==> src/rtl/tlk2711_pkg.sv <==
// Shared constants and types for the multi-lane TLK2711 transmit frame generator.
package tlk2711_pkg;

    localparam logic [15:0] K_IDLE = 16'hBCC5;  // K28.5 / D5.6
    localparam logic [15:0] K_SOF  = 16'hFB50;
    localparam logic [15:0] K_EOF  = 16'hFD50;

    localparam logic [1:0] MODE_COUNTER = 2'd0;
    localparam logic [1:0] MODE_PRBS    = 2'd1;
    localparam logic [1:0] MODE_FIXED   = 2'd2;
    localparam logic [1:0] MODE_WALK    = 2'd3;

    localparam logic [2:0] ST_IDLE = 3'd0;
    localparam logic [2:0] ST_SOF  = 3'd1;
    localparam logic [2:0] ST_HDR  = 3'd2;
    localparam logic [2:0] ST_PAY  = 3'd3;
    localparam logic [2:0] ST_EOF  = 3'd4;
    localparam logic [2:0] ST_GAP  = 3'd5;

    // x^15 + x^14 + 1: feedback taps on the two oldest state bits
    localparam logic [14:0] PRBS_POLY      = 15'h6000;
    localparam logic [14:0] PRBS_SEED_BASE = 15'h7FFF;

    typedef struct packed {
        logic [15:0] data;
        logic        kmsb;
        logic        klsb;
    } lane_word_t;

    function automatic logic [14:0] prbs15_step(input logic [14:0] s);
        return {s[13:0], ^(s & PRBS_POLY)};
    endfunction

endpackage

==> src/rtl/prbs15_word_gen.sv <==
// PRBS-15 generator producing 16 sequence bits per word, earliest bit in the MSB.
module prbs15_word_gen
    import tlk2711_pkg::*;
(
    input  logic        tx_clk,
    input  logic        rst,
    input  logic        load,
    input  logic        advance,
    input  logic [14:0] seed,
    output logic [15:0] word
);

    logic [14:0] lfsr_reg;
    logic [14:0] lfsr_next;
    logic [14:0] walk;

    always_comb begin
        walk = lfsr_reg;
        word = '0;
        for (int i = 0; i < 16; i++) begin
            walk = prbs15_step(walk);
            word = {word[14:0], walk[0]};
        end
        lfsr_next = walk;
    end

    always_ff @(posedge tx_clk) begin
        if (rst) begin
            lfsr_reg <= PRBS_SEED_BASE;
        end else if (load) begin
            lfsr_reg <= seed;
        end else if (advance) begin
            lfsr_reg <= lfsr_next;
        end
    end

endmodule

==> src/rtl/tlk2711_tx_gen.sv <==
// Framed multi-lane TLK2711 transmit generator: SOF, header, payload, EOF, idle gap.
module tlk2711_tx_gen
    import tlk2711_pkg::*;
#(
    parameter int NUM_CH    = 2,
    parameter int FRAME_LEN = 256,
    parameter int IDLE_GAP  = 4
) (
    input  logic                 tx_clk,
    input  logic                 rst,
    input  logic                 i_start,
    input  logic                 i_stop,
    input  logic [1:0]           i_mode,
    input  logic [15:0]          i_pattern,
    output logic                 o_stop_ack,
    output logic                 o_busy,
    output logic [11:0]          o_frame_cnt,
    output logic [16*NUM_CH-1:0] o_txd,
    output logic [NUM_CH-1:0]    o_tkmsb,
    output logic [NUM_CH-1:0]    o_tklsb,
    output logic                 o_loopen,
    output logic                 o_prbsen,
    output logic                 o_testen,
    output logic                 o_enable,
    output logic                 o_lckrefn
);

    localparam logic [15:0] PAY_LAST = 16'(FRAME_LEN - 1);
    localparam logic [15:0] GAP_LAST = 16'(IDLE_GAP - 1);

    logic [2:0]  state_reg, state_next;
    logic [15:0] cnt_reg, cnt_next;
    logic        stop_flag_reg, stop_flag_next;
    logic        ack_pend_reg, ack_pend_next;
    logic [1:0]  mode_reg, mode_next;
    logic [15:0] pattern_reg, pattern_next;
    logic [11:0] frame_cnt_reg, frame_cnt_next;

    always_comb begin
        state_next     = state_reg;
        cnt_next       = cnt_reg;
        stop_flag_next = stop_flag_reg;
        ack_pend_next  = 1'b0;
        mode_next      = mode_reg;
        pattern_next   = pattern_reg;
        frame_cnt_next = frame_cnt_reg;

        if (state_reg != ST_IDLE && i_stop) begin
            stop_flag_next = 1'b1;
        end

        case (state_reg)
            ST_IDLE: begin
                // Stop has priority over a simultaneous start
                if (i_stop) begin
                    ack_pend_next = 1'b1;
                end else if (i_start) begin
                    state_next   = ST_SOF;
                    mode_next    = i_mode;
                    pattern_next = i_pattern;
                end
            end
            ST_SOF: state_next = ST_HDR;
            ST_HDR: begin
                state_next = ST_PAY;
                cnt_next   = '0;
            end
            ST_PAY: begin
                if (cnt_reg == PAY_LAST) begin
                    state_next     = ST_EOF;
                    frame_cnt_next = frame_cnt_reg + 12'd1;
                end else begin
                    cnt_next = cnt_reg + 16'd1;
                end
            end
            ST_EOF: begin
                state_next = ST_GAP;
                cnt_next   = '0;
            end
            ST_GAP: begin
                if (cnt_reg == GAP_LAST) begin
                    if (stop_flag_reg || i_stop) begin
                        state_next     = ST_IDLE;
                        ack_pend_next  = 1'b1;
                        stop_flag_next = 1'b0;
                    end else begin
                        state_next   = ST_SOF;
                        mode_next    = i_mode;
                        pattern_next = i_pattern;
                    end
                end else begin
                    cnt_next = cnt_reg + 16'd1;
                end
            end
            default: state_next = ST_IDLE;
        endcase
    end

    // Control state plus the registered status outputs, which lag state by one cycle
    always_ff @(posedge tx_clk) begin
        if (rst) begin
            state_reg     <= ST_IDLE;
            cnt_reg       <= '0;
            stop_flag_reg <= 1'b0;
            ack_pend_reg  <= 1'b0;
            mode_reg      <= MODE_COUNTER;
            pattern_reg   <= '0;
            frame_cnt_reg <= '0;
            o_busy        <= 1'b0;
            o_stop_ack    <= 1'b0;
            o_frame_cnt   <= '0;
            o_enable      <= 1'b0;
            o_lckrefn     <= 1'b0;
        end else begin
            state_reg     <= state_next;
            cnt_reg       <= cnt_next;
            stop_flag_reg <= stop_flag_next;
            ack_pend_reg  <= ack_pend_next;
            mode_reg      <= mode_next;
            pattern_reg   <= pattern_next;
            frame_cnt_reg <= frame_cnt_next;
            o_busy        <= (state_reg != ST_IDLE);
            o_stop_ack    <= ack_pend_reg;
            o_frame_cnt   <= frame_cnt_reg;
            o_enable      <= 1'b1;
            o_lckrefn     <= 1'b1;
        end
    end

    assign o_loopen = 1'b0;
    assign o_prbsen = 1'b0;
    assign o_testen = 1'b0;

    for (genvar gi = 0; gi < NUM_CH; gi++) begin : g_lane
        logic [15:0] prbs_word;
        lane_word_t  lane_next;
        lane_word_t  lane_reg;

        prbs15_word_gen u_prbs (
            .tx_clk  (tx_clk),
            .rst     (rst),
            .load    (state_reg == ST_SOF),
            .advance (state_reg == ST_PAY),
            .seed    (PRBS_SEED_BASE ^ 15'(gi)),
            .word    (prbs_word)
        );

        always_comb begin
            lane_next = '{data: K_IDLE, kmsb: 1'b1, klsb: 1'b0};
            case (state_reg)
                ST_SOF: lane_next.data = K_SOF;
                ST_EOF: lane_next.data = K_EOF;
                ST_HDR: lane_next = '{data: {4'(gi), frame_cnt_reg}, kmsb: 1'b0, klsb: 1'b0};
                ST_PAY: begin
                    lane_next.kmsb = 1'b0;
                    case (mode_reg)
                        MODE_COUNTER: lane_next.data = cnt_reg;
                        MODE_PRBS:    lane_next.data = prbs_word;
                        MODE_FIXED:   lane_next.data = pattern_reg;
                        default:      lane_next.data = 16'h0001 << cnt_reg[3:0];
                    endcase
                end
                default: ;
            endcase
        end

        always_ff @(posedge tx_clk) begin
            if (rst) begin
                lane_reg <= '{data: K_IDLE, kmsb: 1'b1, klsb: 1'b0};
            end else begin
                lane_reg <= lane_next;
            end
        end

        assign o_txd[16*gi +: 16] = lane_reg.data;
        assign o_tkmsb[gi]        = lane_reg.kmsb;
        assign o_tklsb[gi]        = lane_reg.klsb;
    end

endmodule
==> config.mk <==
export PLATFORM = sky130hd
export DESIGN_NAME = tlk2711_tx_gen
export DESIGN_NICKNAME = d
export VERILOG_FILES = /design/src/rtl/tlk2711_pkg.sv /design/src/rtl/prbs15_word_gen.sv /design/src/rtl/tlk2711_tx_gen.sv
export SDC_FILE = /design/constraint.sdc
export NUM_CORES = 1
export LEC_CHECK = 0
export CAP_MARGIN = 20
export CORE_MARGIN = 3
export CORE_UTILIZATION = 35
export DETAILED_ROUTE_END_ITERATION = 8
export REMOVE_ABC_BUFFERS = 1
export SLEW_MARGIN = 10
export SYNTH_ARGS = -nofsm -noshare
export SYNTH_HDL_FRONTEND = slang
export SYNTH_SLANG_ARGS = --single-unit
export TNS_END_PERCENT = 20
==> constraint.sdc <==
create_clock -name tx_clk -period 1.76 [get_ports tx_clk]
set_input_delay 0.352 -clock tx_clk [delete_from_list [all_inputs] [get_ports tx_clk]]
set_output_delay 0.352 -clock tx_clk [all_outputs]
set_load 0.1 [all_outputs]
Word-level counts from Yosys, hierarchy flattened. Index checks and enable logic that the tools add are counted.

Shift-type cells: 1. Divide/modulo/power cells: 0. Reduce and logical (&&, ||, !) cells: 47. $mul: 0. Mux-type cells: 35. Equal/unequal tests: 16. Magnitude comparators: 0. Add/subtract/negate cells: 2. Bitwise gates (word level): 0.

Operators by type and width (count): parity 15 bit (32); case mux 16 bit (3 select lines) (3); case mux 16 bit (4 select lines) (2); two-way mux 16 bit (6); case mux 16 bit (2 select lines) (1); case mux 3 bit (6 select lines) (1); adder 16 x 1 -> 16 bit, second input constant (1); equality test 16 x 2 -> 1 bit, second input constant (1); equality test 16 x 8 -> 1 bit, second input constant (1); left shift 1 x 4 -> 16 bit, first input constant (1); inequality test 2 bit, second input constant (7); adder 12 x 1 -> 12 bit, second input constant (1); two-way mux 1 bit (12); two-way mux 3 bit (4); two-way mux 2 bit (4); equality test 3 x 2 -> 1 bit, second input constant (2); equality test 3 bit, second input constant (2); nonzero test 3 bit (2); OR reduction 2 bit (3); AND reduction 5 bit (1); case mux 2 bit (2 select lines) (1); AND reduction 4 bit (1); nonzero test 2 bit (2); equality test 3 x 1 -> 1 bit, second input constant (1); other kinds (9) (9).

RAM bits: 0. Bits in read-only memories: 0. Bits in latches: 0. Register bits: 131. Word-level logic and storage cells: 120. Bits of input ports: 22. Memories: 0. Output and inout port bits: 55.

Depth between registers and ports, before layout.
Depth in word-level cells: 6. Mapped depth: 9. Mapped depth without buffers: 6.

Hierarchy. Synthesis repeated with hierarchy kept, for this count alone.

Cell total of the unflattened synthesis: 717. Area total of the unflattened synthesis: 6227.2 µm².

By module, submodules not included: tlk2711_tx_gen (sequential area each 1981.9 µm², instances 1, cells an instance 549, area each 4610.7 µm²); prbs15_word_gen (sequential area each 300.3 µm², instances 2, cells an instance 84, area each 808.3 µm²).

Worst setup path after synthesis. OpenSTA, ideal clock, no wires.

Path type: register -> register. From: register cnt_reg[0]. To: register frame_cnt_reg[11]. Setup slack: -31 ps. Arrival: 1670 ps. Buffers on the path: 0. Setup time: 121 ps. Required time: 1639 ps. Period minus slack after synthesis: 1791 ps. Cell stages (with the launch flop): 7. Cells stage by stage: dfxtp_1 > ha_1 > and3_1 > and4_2 > nand3_2 > nor3_1 > mux2_2.

Cells in the longest elaborated chain, start to end: 2.

RTL lines: start: declaration (line tlk2711_tx_gen.sv:32) `logic [15:0] cnt_reg, cnt_next;`; start signal: assignment (line tlk2711_tx_gen.sv:116) `cnt_reg <= cnt_next;`; equality test 16 x 8 -> 1 bit (line tlk2711_tx_gen.sv:69) `if (cnt_reg == PAY_LAST) begin`; AND reduction 2 bit (no source line); end signal: assignment (line tlk2711_tx_gen.sv:121) `frame_cnt_reg <= frame_cnt_next;`; end: declaration (line tlk2711_tx_gen.sv:37) `logic [11:0] frame_cnt_reg, frame_cnt_next;`.

Every way passes these cells. A chain may end at the register's enable or synchronous reset.

Worst setup path in the final report.
From: register cnt_reg[10]. To: register frame_cnt_reg[10].

The elaborated chain is that of the path after synthesis.

==> results.yml <==
outcome:
  status: "finished, violations left"
  violations: "negative setup slack"
cells_and_area:
  synthToLayoutAreaGrowth_pct: 43.3
  final_nets: 869
  finish.utilization_pct: 51.6
  final_area_sq_um: 8580
  largest_reg_flops: 32
  n_antenna_cell: 0
  drive_above_1_share_pct: 23.3
clock_tree:
  clock-sinks: 129
  cts_buffers: 17
  h-tree-depth: 4
  cts_tree: "done"
  ctsRootBufferMaster: "clkbuf_16"
  clock_path_buffers: 2
  clock_latency_ns: 0.43
  clk_pin_slew_ns: 0.06
  cts_hold_buf: 0
critical_path:
  endpoint_kind: "register"
  r2r_setup_slack_ns: -0.09
  crit_type: "reg2reg"
  cp_max_fo: 4
  start_kind: "register"
  reg2reg_from: "cnt_reg[10]$_SDFFE_PP0P_"
  reg2reg_depth: 7
  worstPathArrival_ns: 2.16
  rr_endpoint: "frame_cnt_reg[10]$_SDFFE_PP0P_"
  critPathRequiredTime_ns: 2.07
synthesis:
  synthMuxAreaShare_pct: 4.07
  yosys-top-cells-count: "129 x dfxtp_1, 101 x nor2_1, 82 x nand2_1, 55 x a21oi_1, 47 x o21ai_0"
  synth_largest_area_cell: "dfxtp_1"
  yosysUniqueCellTypes: 58
  synth_area_per_cell_sq_um: 8.26
  synth_edf_count: 0
  synth_compound_area_share_pct: 15.4
  synth.top_cell.area_share_pct: 43.1
  synth_seq_cells: 129
  ys.flop_type: "dfxtp_1"
  synth_cells: 725
  yosys.area_share.xor_xnor_pct: 5.83
  synth_async_sr_flop_share_pct: 0
  synth_most_common_cell: "dfxtp_1"
  synthAdderAreaFrac_pct: 1.46
  synth_area_sq_um: 5990
  yosysWarningCount: 0
  yosys.area_share.simple_pct: 24.2
  synth_area_leaders: "dfxtp_1 43%, nor2_1 6.3%, nand2_1 5.1%"
  synth_top_family_by_area: "simple AND/OR/NAND/NOR gates"
  synth_seq_area_share_pct: 43.1
sta:
  setup_violations: 27
  skew_ns: 0.0102
  grt_setup_unrepaired: "yes"
  holdWs_ns: 0.305
  period_needed_ns: 1.85
  hold_viol_final: 0
  slew_violations: 0
  layout_setup_ws_ns: -0.0887
  final.setup.tns_ns: -0.648
  min_period_over_period_pct: 105
  max_freq_ghz: 0.541
floorplan:
  start_util_pct: 36.0
  die_h_um: 137
  rows: 47
  boundaryPins: 77
  die_x_um: 137
  coreArea_sq_um: 16600
  die-area_sq_um: 18700
detailed_routing:
  avgRoutedWirePerCell_um: 16.1
  vias: 5525
  firstDrtPassIters: 5
  postRouteWirelength_um: 17200
  drtAntennaViolNets: 0
  drt_drc_violations_left: 0
  drtIter0Drc: 503
  viasPerCell: 5.15
global_routing:
  grt_pass1_vias: 5139
  gr-usage-met1_pct: 26.5
  grtUsageMet2_pct: 28.2
  antenna_found_initial: 0
  met3_usage_pct: 4.38
  grt.busiest_layer: "met2"
  grt_usage_pct: 19.1
  grt_pass1_wl_um: 27600
  grt_max_degree: 47
  overflow: 0
min_path:
  min_to: "pattern_reg[3]$_SDFFE_PP0P_"
  hp-start: "rst"
  worstHoldPathType: "in2reg"
  min_path_cells: 2
power:
  worst_ir_drop_vdd_mv: 0.741
  p_leak_nw: 3.33
  swShare_pct: 31.1
  pwr-share-comb_pct: 21.9
  power.switching_mw: 2.64
  internal_power_mw: 5.83
  pwr_density_cell_nw_per_um2: 987
  clkPwrFrac_pct: 40.3
  power_frac_seq_pct: 37.8
place:
  port_buffers: 71
  place_area_sq_um: 7820
  place_congestion: 0.874
  dp_hpwl_um: 12300
flow_run:
  maxCapViolCount: 0
logic make-up (layout without fill, tap and decap cells):
kind of cell,after synthesis,in the layout
fa+ha+maj,7,7
buf+inv,66,190
xor+xnor,39,39
simple gates,298,298
other cells,1,5
compound gates,161,161
flops,129,129
mux,24,24
through the flow:
step           total power, mW  std cells  setup WS, ns
3_3_place_gp              5.07       1038        -0.223
5_1_grt                   8.80       1073        -0.172
6_report                  8.47       1073       -0.0887
2_1_floorplan             4.31        673         -2.63
4_1_cts                   8.50       1070       -0.0909
3_5_place_dp              5.08       1038        -0.266
cell type report:
cell class	count	area, sq um
Sequential cell	129	2590
Tap cell	220	275
Clock inverter	12	138
Timing Repair Buffer	148	1880
Fill cell	1487	8060
Clock buffer	20	437
Inverter	10	37.5
Multi-Input combinational cell	534	3230
worst max-delay path by stage:
stage | depth (start not counted) | start | slack [ns] | to
3_3_place_gp | 6 | i_stop | -0.22 | pattern_reg[3]$_SDFFE_PP0P_
4_1_cts | 6 | cnt_reg[11]$_SDFFE_PP0P_ | -0.09 | pattern_reg[15]$_SDFFE_PP0P_
5_1_grt | 6 | cnt_reg[10]$_SDFFE_PP0P_ | -0.17 | pattern_reg[14]$_SDFFE_PP0P_
2_1_floorplan | 5 | state_reg[0]$_SDFFE_PP0P_ | -2.63 | frame_cnt_reg[4]$_SDFFE_PP0P_
3_5_place_dp | 6 | i_stop | -0.27 | pattern_reg[15]$_SDFFE_PP0P_
6_report | 7 | cnt_reg[10]$_SDFFE_PP0P_ | -0.09 | frame_cnt_reg[10]$_SDFFE_PP0P_
power groups by stage:
stage	Sequential, mW	Combinational [mW]	Clock [mW]
finish	3.20	1.85	3.42
global route	3.22	1.97	3.61
CTS	3.20	1.83	3.47
detailed placement	3.26	1.81	0
global placement	3.26	1.81	0
floorplan	3.76	0.551	0
per-layer routing:
| layer | vias to the layer above | share of wire, % | wire length [um] |
|---|---|---|---|
| met2 | 207 | 44 | 7580 |
| met3 | 36 | 6.3 | 1090 |
| met4 | 0 | 3.2 | 552 |
| met1 | 2537 | 46 | 8010 |
| met5 | - | 0 | 0 |
| li1 | 2745 | - | - |
what timing repair did:
item / in CTS / in global routing
pin swaps: 1 / 7
resized for setup: 13 / 27
endpoints found under the setup margin: 45 / 58
setup buffers: 0 / 3
layout by cell type, fill, tap and decap left out, types with 21 or more instances in the layout:
| cell type | count |
|---|---|
| o21ai_0 | 46 |
| mux2i_1 | 21 |
| buf_12 | 56 |
| dfxtp_1 | 122 |
| nand2_1 | 80 |
| buf_4 | 66 |
| nand3_1 | 26 |
| nor2_1 | 100 |
| a21oi_1 | 53 |
critical path, cell delays in order (launching register included):
cell and delay (ns):
dfxtp_2 0.33, nor4_4 0.41, nand4_1 0.20, buf_4 0.21, nor4_4 0.28, buf_4 0.16, xnor2_1 0.10, nor2_1 0.05
No activity file was read; power rests on OpenSTA's default activity.
